==> config.mk <==
export PLATFORM = sky130hd
export DESIGN_NAME = adc_idelay_tap_calibrator_flat
export DESIGN_NICKNAME = d
export VERILOG_FILES = /design/src/rtl/adc_idelay_tap_calibrator_if.sv /design/src/rtl/adc_idelay_tap_calibrator.sv /design/src/flat_wrapper.sv
export SDC_FILE = /design/constraint.sdc
export NUM_CORES = 1
export LEC_CHECK = 0
export CORE_ASPECT_RATIO = 0.5
export CORE_MARGIN = 2
export CORE_UTILIZATION = 58
export DETAILED_ROUTE_END_ITERATION = 8
export PLACE_DENSITY = 0.8
export SYNTH_ARGS = -nofsm -noshare
export SYNTH_HDL_FRONTEND = slang
export SYNTH_SLANG_ARGS = --single-unit
==> constraint.sdc <==
create_clock -name sys_clk -period 2.51 [get_ports sys_clk]
set_input_delay 0.753 -clock sys_clk [delete_from_list [all_inputs] [get_ports sys_clk]]
set_output_delay 0.753 -clock sys_clk [all_outputs]
set_load 0.005 [all_outputs]
==> src/rtl/adc_idelay_tap_calibrator_if.sv <==
// Control/data bundle between the ADC capture fabric and the IDELAY tap calibrator.
// The calibrator sits on the slave side. The capture path and control registers sit on the master side.
interface adc_idelay_tap_calibrator_if #(
  parameter int DATA_WIDTH = 8,
  parameter int TAP_WIDTH  = 5
);
  logic                  idelay_rdy;
  logic                  cal_start;
  logic [DATA_WIDTH-1:0] adc_data;
  logic [TAP_WIDTH-1:0]  tap_value;
  logic                  tap_load;
  logic                  cal_busy;
  logic                  cal_done;
  logic                  cal_error;
  logic [TAP_WIDTH:0]    eye_width;

  modport master (
    output idelay_rdy, cal_start, adc_data,
    input  tap_value, tap_load, cal_busy, cal_done, cal_error, eye_width
  );

  modport slave (
    input  idelay_rdy, cal_start, adc_data,
    output tap_value, tap_load, cal_busy, cal_done, cal_error, eye_width
  );
endinterface

==> src/rtl/adc_idelay_tap_calibrator.sv <==
// IDELAY tap calibrator for the ADC data eye.
// The block sweeps every tap and checks the captured words against the training pattern.
// It then loads the centre of the longest passing window into the IDELAYs.
// All logic runs on the rising edge of sys_clk. Reset is synchronous and active low.
module adc_idelay_tap_calibrator #(
  parameter int                    DATA_WIDTH    = 8,
  parameter int                    TAP_WIDTH     = 5,
  parameter logic [DATA_WIDTH-1:0] TRAIN_PATTERN = 8'hA5,
  parameter int                    SETTLE_CYCLES = 16,
  parameter int                    SAMPLE_CYCLES = 64
) (
  input  logic                          sys_clk,
  input  logic                          sys_rst_n,
  adc_idelay_tap_calibrator_if.slave    cal
);

  typedef enum logic [3:0] {
    S_IDLE, S_WAIT_RDY, S_LOAD, S_SETTLE, S_CHECK,
    S_NEXT, S_CENTER, S_FINAL, S_DONE, S_FAIL
  } state_t;

  localparam int CNT_MAX = (SETTLE_CYCLES > SAMPLE_CYCLES) ? SETTLE_CYCLES : SAMPLE_CYCLES;
  localparam int CNT_W   = $clog2(CNT_MAX + 1);
  localparam logic [CNT_W-1:0]     SETTLE_LAST = CNT_W'(SETTLE_CYCLES - 1);
  localparam logic [CNT_W-1:0]     SAMPLE_LAST = CNT_W'(SAMPLE_CYCLES - 1);
  localparam logic [TAP_WIDTH-1:0] TAP_MAX     = '1;

  state_t               state;
  logic [TAP_WIDTH-1:0] cur_tap;
  logic [TAP_WIDTH-1:0] run_start;
  logic [TAP_WIDTH:0]   run_len;
  logic [TAP_WIDTH-1:0] best_start;
  logic [TAP_WIDTH:0]   best_len;
  logic [CNT_W-1:0]     cnt;
  logic                 tap_fail;

  logic [TAP_WIDTH:0]   run_len_inc;
  logic [TAP_WIDTH-1:0] run_start_eff;
  logic [TAP_WIDTH-1:0] final_tap;
  logic                 rdy_lost;
  logic                 word_bad;

  // Window bookkeeping and abort detection, evaluated ahead of the state register.
  assign run_len_inc   = run_len + 1'b1;
  assign run_start_eff = (run_len == '0) ? cur_tap : run_start;
  // best_start + best_len/2 never exceeds the last tap, so dropping the carry is exact.
  assign final_tap     = best_start + TAP_WIDTH'(best_len >> 1);
  assign word_bad      = (cal.adc_data != TRAIN_PATTERN);
  assign rdy_lost      = !cal.idelay_rdy &&
                         (state inside {S_LOAD, S_SETTLE, S_CHECK, S_NEXT, S_CENTER, S_FINAL});

  // Calibration sequencer with registered outputs. An IDELAYCTRL ready drop restarts the sweep.
  always_ff @(posedge sys_clk) begin
    if (!sys_rst_n) begin
      state          <= S_IDLE;
      cur_tap        <= '0;
      run_start      <= '0;
      run_len        <= '0;
      best_start     <= '0;
      best_len       <= '0;
      cnt            <= '0;
      tap_fail       <= 1'b0;
      cal.tap_value  <= '0;
      cal.tap_load   <= 1'b0;
      cal.cal_busy   <= 1'b0;
      cal.cal_done   <= 1'b0;
      cal.cal_error  <= 1'b0;
      cal.eye_width  <= '0;
    end else begin
      // NOTE: every register here is non-blocking, so the branches below all read pre-edge values;
      // the strobe defaults low and a branch raises it for exactly one cycle.
      cal.tap_load <= 1'b0;
      if (rdy_lost) begin
        state      <= S_WAIT_RDY;
        cur_tap    <= '0;
        run_start  <= '0;
        run_len    <= '0;
        best_start <= '0;
        best_len   <= '0;
        cnt        <= '0;
        tap_fail   <= 1'b0;
      end else begin
        case (state)
          S_IDLE, S_DONE, S_FAIL: begin
            if (cal.cal_start) begin
              state         <= S_WAIT_RDY;
              cal.cal_busy  <= 1'b1;
              cal.cal_done  <= 1'b0;
              cal.cal_error <= 1'b0;
              cal.eye_width <= '0;
              cur_tap       <= '0;
              run_start     <= '0;
              run_len       <= '0;
              best_start    <= '0;
              best_len      <= '0;
              cnt           <= '0;
              tap_fail      <= 1'b0;
            end
          end
          S_WAIT_RDY: begin
            if (cal.idelay_rdy) begin
              state         <= S_LOAD;
              cal.tap_value <= cur_tap;
              cal.tap_load  <= 1'b1;
            end
          end
          S_LOAD: begin
            state    <= S_SETTLE;
            cnt      <= '0;
            tap_fail <= 1'b0;
          end
          S_SETTLE: begin
            if (cnt == SETTLE_LAST) begin
              cnt   <= '0;
              state <= S_CHECK;
            end else begin
              cnt <= cnt + 1'b1;
            end
          end
          S_CHECK: begin
            if (word_bad) tap_fail <= 1'b1;
            if (cnt == SAMPLE_LAST) begin
              cnt   <= '0;
              state <= S_NEXT;
            end else begin
              cnt <= cnt + 1'b1;
            end
          end
          S_NEXT: begin
            if (!tap_fail) begin
              run_len   <= run_len_inc;
              run_start <= run_start_eff;
              if (run_len_inc > best_len) begin
                best_len   <= run_len_inc;
                best_start <= run_start_eff;
              end
            end else begin
              run_len <= '0;
            end
            if (cur_tap == TAP_MAX) begin
              state <= S_CENTER;
            end else begin
              cur_tap       <= cur_tap + 1'b1;
              cal.tap_value <= cur_tap + 1'b1;
              cal.tap_load  <= 1'b1;
              state         <= S_LOAD;
            end
          end
          S_CENTER: begin
            cal.tap_load <= 1'b1;
            if (best_len == '0) begin
              cal.tap_value <= '0;
              cal.cal_error <= 1'b1;
              cal.cal_busy  <= 1'b0;
              state         <= S_FAIL;
            end else begin
              cal.tap_value <= final_tap;
              cal.eye_width <= best_len;
              state         <= S_FINAL;
            end
          end
          S_FINAL: begin
            cal.cal_done <= 1'b1;
            cal.cal_busy <= 1'b0;
            state        <= S_DONE;
          end
          default: state <= S_IDLE;
        endcase
      end
    end
  end

endmodule

==> src/flat_wrapper.sv <==
// flat-port wrapper written by rule: the top's interface ports become plain ports
module adc_idelay_tap_calibrator_flat 
#(
  parameter int                    DATA_WIDTH    = 8,
  parameter int                    TAP_WIDTH     = 5,
  parameter logic [DATA_WIDTH-1:0] TRAIN_PATTERN = 8'hA5,
  parameter int                    SETTLE_CYCLES = 16,
  parameter int                    SAMPLE_CYCLES = 64
)
  (sys_clk, sys_rst_n, cal_idelay_rdy, cal_cal_start, cal_adc_data, cal_tap_value, cal_tap_load, cal_cal_busy, cal_cal_done, cal_cal_error, cal_eye_width);
  adc_idelay_tap_calibrator_if #(.DATA_WIDTH(DATA_WIDTH), .TAP_WIDTH(TAP_WIDTH)) cal_i ();
  input  logic sys_clk;
  input  logic sys_rst_n;
  input wire logic [$bits(cal_i.idelay_rdy)-1:0] cal_idelay_rdy;
  input wire logic [$bits(cal_i.cal_start)-1:0] cal_cal_start;
  input wire logic [$bits(cal_i.adc_data)-1:0] cal_adc_data;
  output wire logic [$bits(cal_i.tap_value)-1:0] cal_tap_value;
  output wire logic [$bits(cal_i.tap_load)-1:0] cal_tap_load;
  output wire logic [$bits(cal_i.cal_busy)-1:0] cal_cal_busy;
  output wire logic [$bits(cal_i.cal_done)-1:0] cal_cal_done;
  output wire logic [$bits(cal_i.cal_error)-1:0] cal_cal_error;
  output wire logic [$bits(cal_i.eye_width)-1:0] cal_eye_width;
  assign cal_i.idelay_rdy = cal_idelay_rdy;
  assign cal_i.cal_start = cal_cal_start;
  assign cal_i.adc_data = cal_adc_data;
  assign cal_tap_value = cal_i.tap_value;
  assign cal_tap_load = cal_i.tap_load;
  assign cal_cal_busy = cal_i.cal_busy;
  assign cal_cal_done = cal_i.cal_done;
  assign cal_cal_error = cal_i.cal_error;
  assign cal_eye_width = cal_i.eye_width;
  adc_idelay_tap_calibrator #(.DATA_WIDTH(DATA_WIDTH), .TAP_WIDTH(TAP_WIDTH), .TRAIN_PATTERN(TRAIN_PATTERN), .SETTLE_CYCLES(SETTLE_CYCLES), .SAMPLE_CYCLES(SAMPLE_CYCLES)) u_core (.sys_clk(sys_clk), .sys_rst_n(sys_rst_n), .cal(cal_i));
endmodule
==> metrics.md <==
| Metric | Value |
|---|---|
| Status | complete, no violations |
| Core area | 0.00498 sq mm |
| CTS root buf | clkbuf_8 |
| Library cells used by synthesis | 59 |
| Vias in the first global route | 2531 |
| Final Skew | 0.00830 ns |
| Vias per cell | 6.13 |
| Relative slew slack | 53.6% |
| RD Place Congestion | 0.896 |
| Share of layout cells above drive strength 1 | under 10% |
| Clock Path Buffers | 2 |
| Cells after DPL | 456 |
| Post-Layout Inst Area | 0.00351 sq mm |
| Buffers & Inverters on Critical Path | 0 |
| Crit path time final | 2.26 ns |
| Area after DPL | 0.00343 sq mm |
| Die H | 55.2 um |
| Gr ovfl total | 0 |
| Primary FF master, synth | dfxtp_1 |
| Max-slew violations | 0 |
| Yosys Warn Count | 0 |
| CTS tree | done |
| Worst Hold Path EP | u_core.cal.eye_width[0] |
| Arr. time, crit path | 2.48 ns |
| First-iteration detailed-routing DRC count | ~220 |
| Final setup violation count | 0 |
| Worst EP required | about 2.7 ns |
| Total of max-cap violations | 0 |
| Fmax | 442 MHz |
| Delay-heaviest family, CP | simple AND/OR/NAND/NOR gates |
| Initial antenna violation count | 0 |
| Largest net degree at the start of global routing | 24 |
| Clk pwr share | 25.4% |
| First-pass GRT wire length | 11900 um |
| R2R setup slack | 0.25 ns |
| Hold Crit Start | u_core.cal.eye_width[0] |
| Final WL | 7320 um |
| Sequential share of power | a little over half |
| CP cell instances | ha_1, nand3_1, xnor2_1, ha_1, and4_1, o21ai_0, nand4_1, nand3_4, mux2i_1 |
| Final HPWL DP | between 5000 and 6000 um |
| First-pass detailed-route iteration total | 6 |
| Rows | 18 |
| Hold Crit Depth | 2 |
| Total CTS buffers | 5 |
| Post-Syn Area | 0.00304 sq mm |
| Inserted Diodes | 0 |
| Worst slew pin tran | approximately 0.69 ns |
| Leak Pwr | 1.33 nW |
| Mapped Nets | between 300 and 400 |
| Slowest cell on the critical path | dfxtp_2 |
| Final TNS setup | 0 ns |
| DRC violations left | 0 |
| VDD IR max | 0.283 mV |
| # IOs | 27 |
| Die width | 106 um |
| Sw Pwr | around 0.53 mW |
| Clock latency at the later pin of the worst-skew pair | 0.30 ns |
| Period utilization | 90.2% |
| Yosys reg bits | 54 |
| Hold Vio Cnt, Final | 0 |
| Comb pwr share | 21.5% |
| Cells after Synth | 361 |
| H-tree Lvls | 2 |
| Via Count | ~2800 |
| Switching share of power | about 30% |
| Biggest cell delay along the critical path | 0.41 ns |
| Sequential-to-total area share from yosys stat | 35.6% |
| Port bufs | 26 |
| Pwr dens | 504 mW/mm^2 |
| R2r endpoint | u_core.best_start[2] |
| Worst-path clk slew | 0.09 ns |
| Full die area | 0.00587 sq mm |
| Synth async-reset ratio | 0% |
| RSZ-0062 raised after global routing | false |
| Final Non-Filler Cells | approximately 460 |
| Hold Path Class | reg -> reg |
| Nets | around 420 |
| CP startpoint kind | flop |
| CP Max Fanout | 11 |
| Syn avg cell area | ~8.4 sq um |
| CTS sink cnt | 54 |
| WS Path Type | reg -> reg |
| Final hold slack | 0.461 ns |
| Area Overhead vs Synth | 15.6% |
| Routed wire per std cell | 15.8 um |
| Antenna viol nets, final | 0 |
| Total Power | 1.77 mW |
| RR Startpoint | u_core.run_len[0] |
| R2R depth | 9 |
| Setup Buffers After CTS | 0 |
| Pint | about 1.2 mW |
| Starting Density | 61.1% |
| Post-synth EDFFs | 0 |
| CP Capture Type | flop |
| Most used cell, CP | ha_1 |
| Tot GR Track Use | a little over a quarter |
## placed cells by master, fill, tap and decap left out, types with 6 or more instances in the layout
master            n
nand2_1          36
o21ai_1          10
buf_4            16
nand3_1          26
ha_1             15
inv_1            10
nor3_1            6
mux2i_1          17
dfxtp_1          53
a22oi_1           7
xnor2_1           9
clkdlybuf4s50_1  26
a21oi_1          22
o21ai_0          14
nand3b_1          8
nor2_1           33
## how the worst max path moves through the flow
stage / end / startpoint / cells past startpoint / slack (ns)
2_1_floorplan: u_core.best_len[1] / u_core.run_len[0] / 10 / 0.48
3_3_place_gp: u_core.state[0] / cal_idelay_rdy / 5 / 0.17
3_5_place_dp: u_core.state[0] / cal_idelay_rdy / 5 / 0.07
4_1_cts: u_core.best_start[2] / u_core.run_len[0] / 9 / 0.06
5_1_grt: u_core.best_start[2] / u_core.run_len[1] / 9 / 0.04
6_report: u_core.best_start[2] / u_core.run_len[0] / 9 / 0.25
## Yosys cell counts, types with 3 or more instances
master     count  share of area [%]
a22oi_1        7                1.7
buf_2          6               0.99
nand3_1       26                4.3
dfxtp_1       54                 36
mux2i_1       17                5.6
xnor2_1        9                2.6
a41oi_1        3               0.86
nand2_1       36                4.4
nor3_1         6               0.99
nor2_1        33                4.1
clkbuf_1       7               0.86
nand3b_1       8                2.0
o31ai_1        5                1.2
a2bb2oi_1      3               0.86
nor2b_1        5                1.0
buf_1          3               0.37
o21ai_0       14                2.3
and3_1         3               0.62
nand2b_1       4               0.82
inv_1         10                1.2
o21ai_1       10                1.6
a211oi_1       4               0.99
a21o_1         4               0.99
a21oi_1       22                3.6
xor2_1         5                1.4
ha_1          15                6.2
## stage by stage
stage | util, % | worst slack, ns
after detailed placement | 68.9 | 0.0668
after CTS | 70.4 | 0.0604
after global routing | 70.6 | 0.0439
after global placement | 68.9 | 0.174
after floorplan | - | 0.477
final | 70.6 | 0.247
## power groups by stage
stage	sequential, mW	clock [mW]	combinational, mW
2_1_floorplan	0.926	0	0.286
3_3_place_gp	0.956	0	0.364
3_5_place_dp	0.958	0	0.373
4_1_cts	0.938	0.461	0.375
5_1_grt	0.948	0.502	0.412
6_report	0.940	0.450	0.380
## metal layers
layer,share of wire [%],routed length [um],global-route usage [%]
met1,44,3240,33.8
met2,47,3440,45.9
met3,7.8,571,5.27
met4,0.93,68,7.68
met5,0,0,0
## layout make-up
| type | instances | area, sq um |
|---|---|---|
| Clock buffer | 7 | 76.3 |
| Fill cell | 388 | 1460 |
| Inverter | 10 | 37.5 |
| Multi-Input combinational cell | 280 | 1850 |
| Sequential cell | 54 | 1080 |
| Tap cell | 70 | 87.6 |
| Timing Repair Buffer | 42 | 380 |
## repair_timing
action	4_1_cts	5_1_grt
hold buffers	0	0
setup endpoints to repair	0	11
gates resized for setup	0	2
## worst min-delay path: stages (launching register included)
cell,delay (ns)
dfxtp_1,0.32
nand3_1,0.06
o21ai_1,0.05
## kinds of logic after synthesis
logic type                 Yosys count  share of synthesized area, %
AOI/OAI and AO/OA                   87                          18.5
buffers and inverters               27                          3.83
adders and majority gates           16                          6.83
muxes                               17                          5.60
and+or+nand+nor                    146                          25.6
xor gates and xnor gates            14                          4.03
DFF                                 54                          35.6
## flip-flops by register name, indices dropped and copies added (netlist names), 4 cells and up
signal                flops
u_core.run_start          5
u_core.best_start         5
u_core.cal.eye_width      6
u_core.state              4
u_core.best_len           6
u_core.run_len            6
u_core.cal.tap_value      5
u_core.cur_tap            5
u_core.cnt                7
No activity file was read; power rests on OpenSTA's default activity.
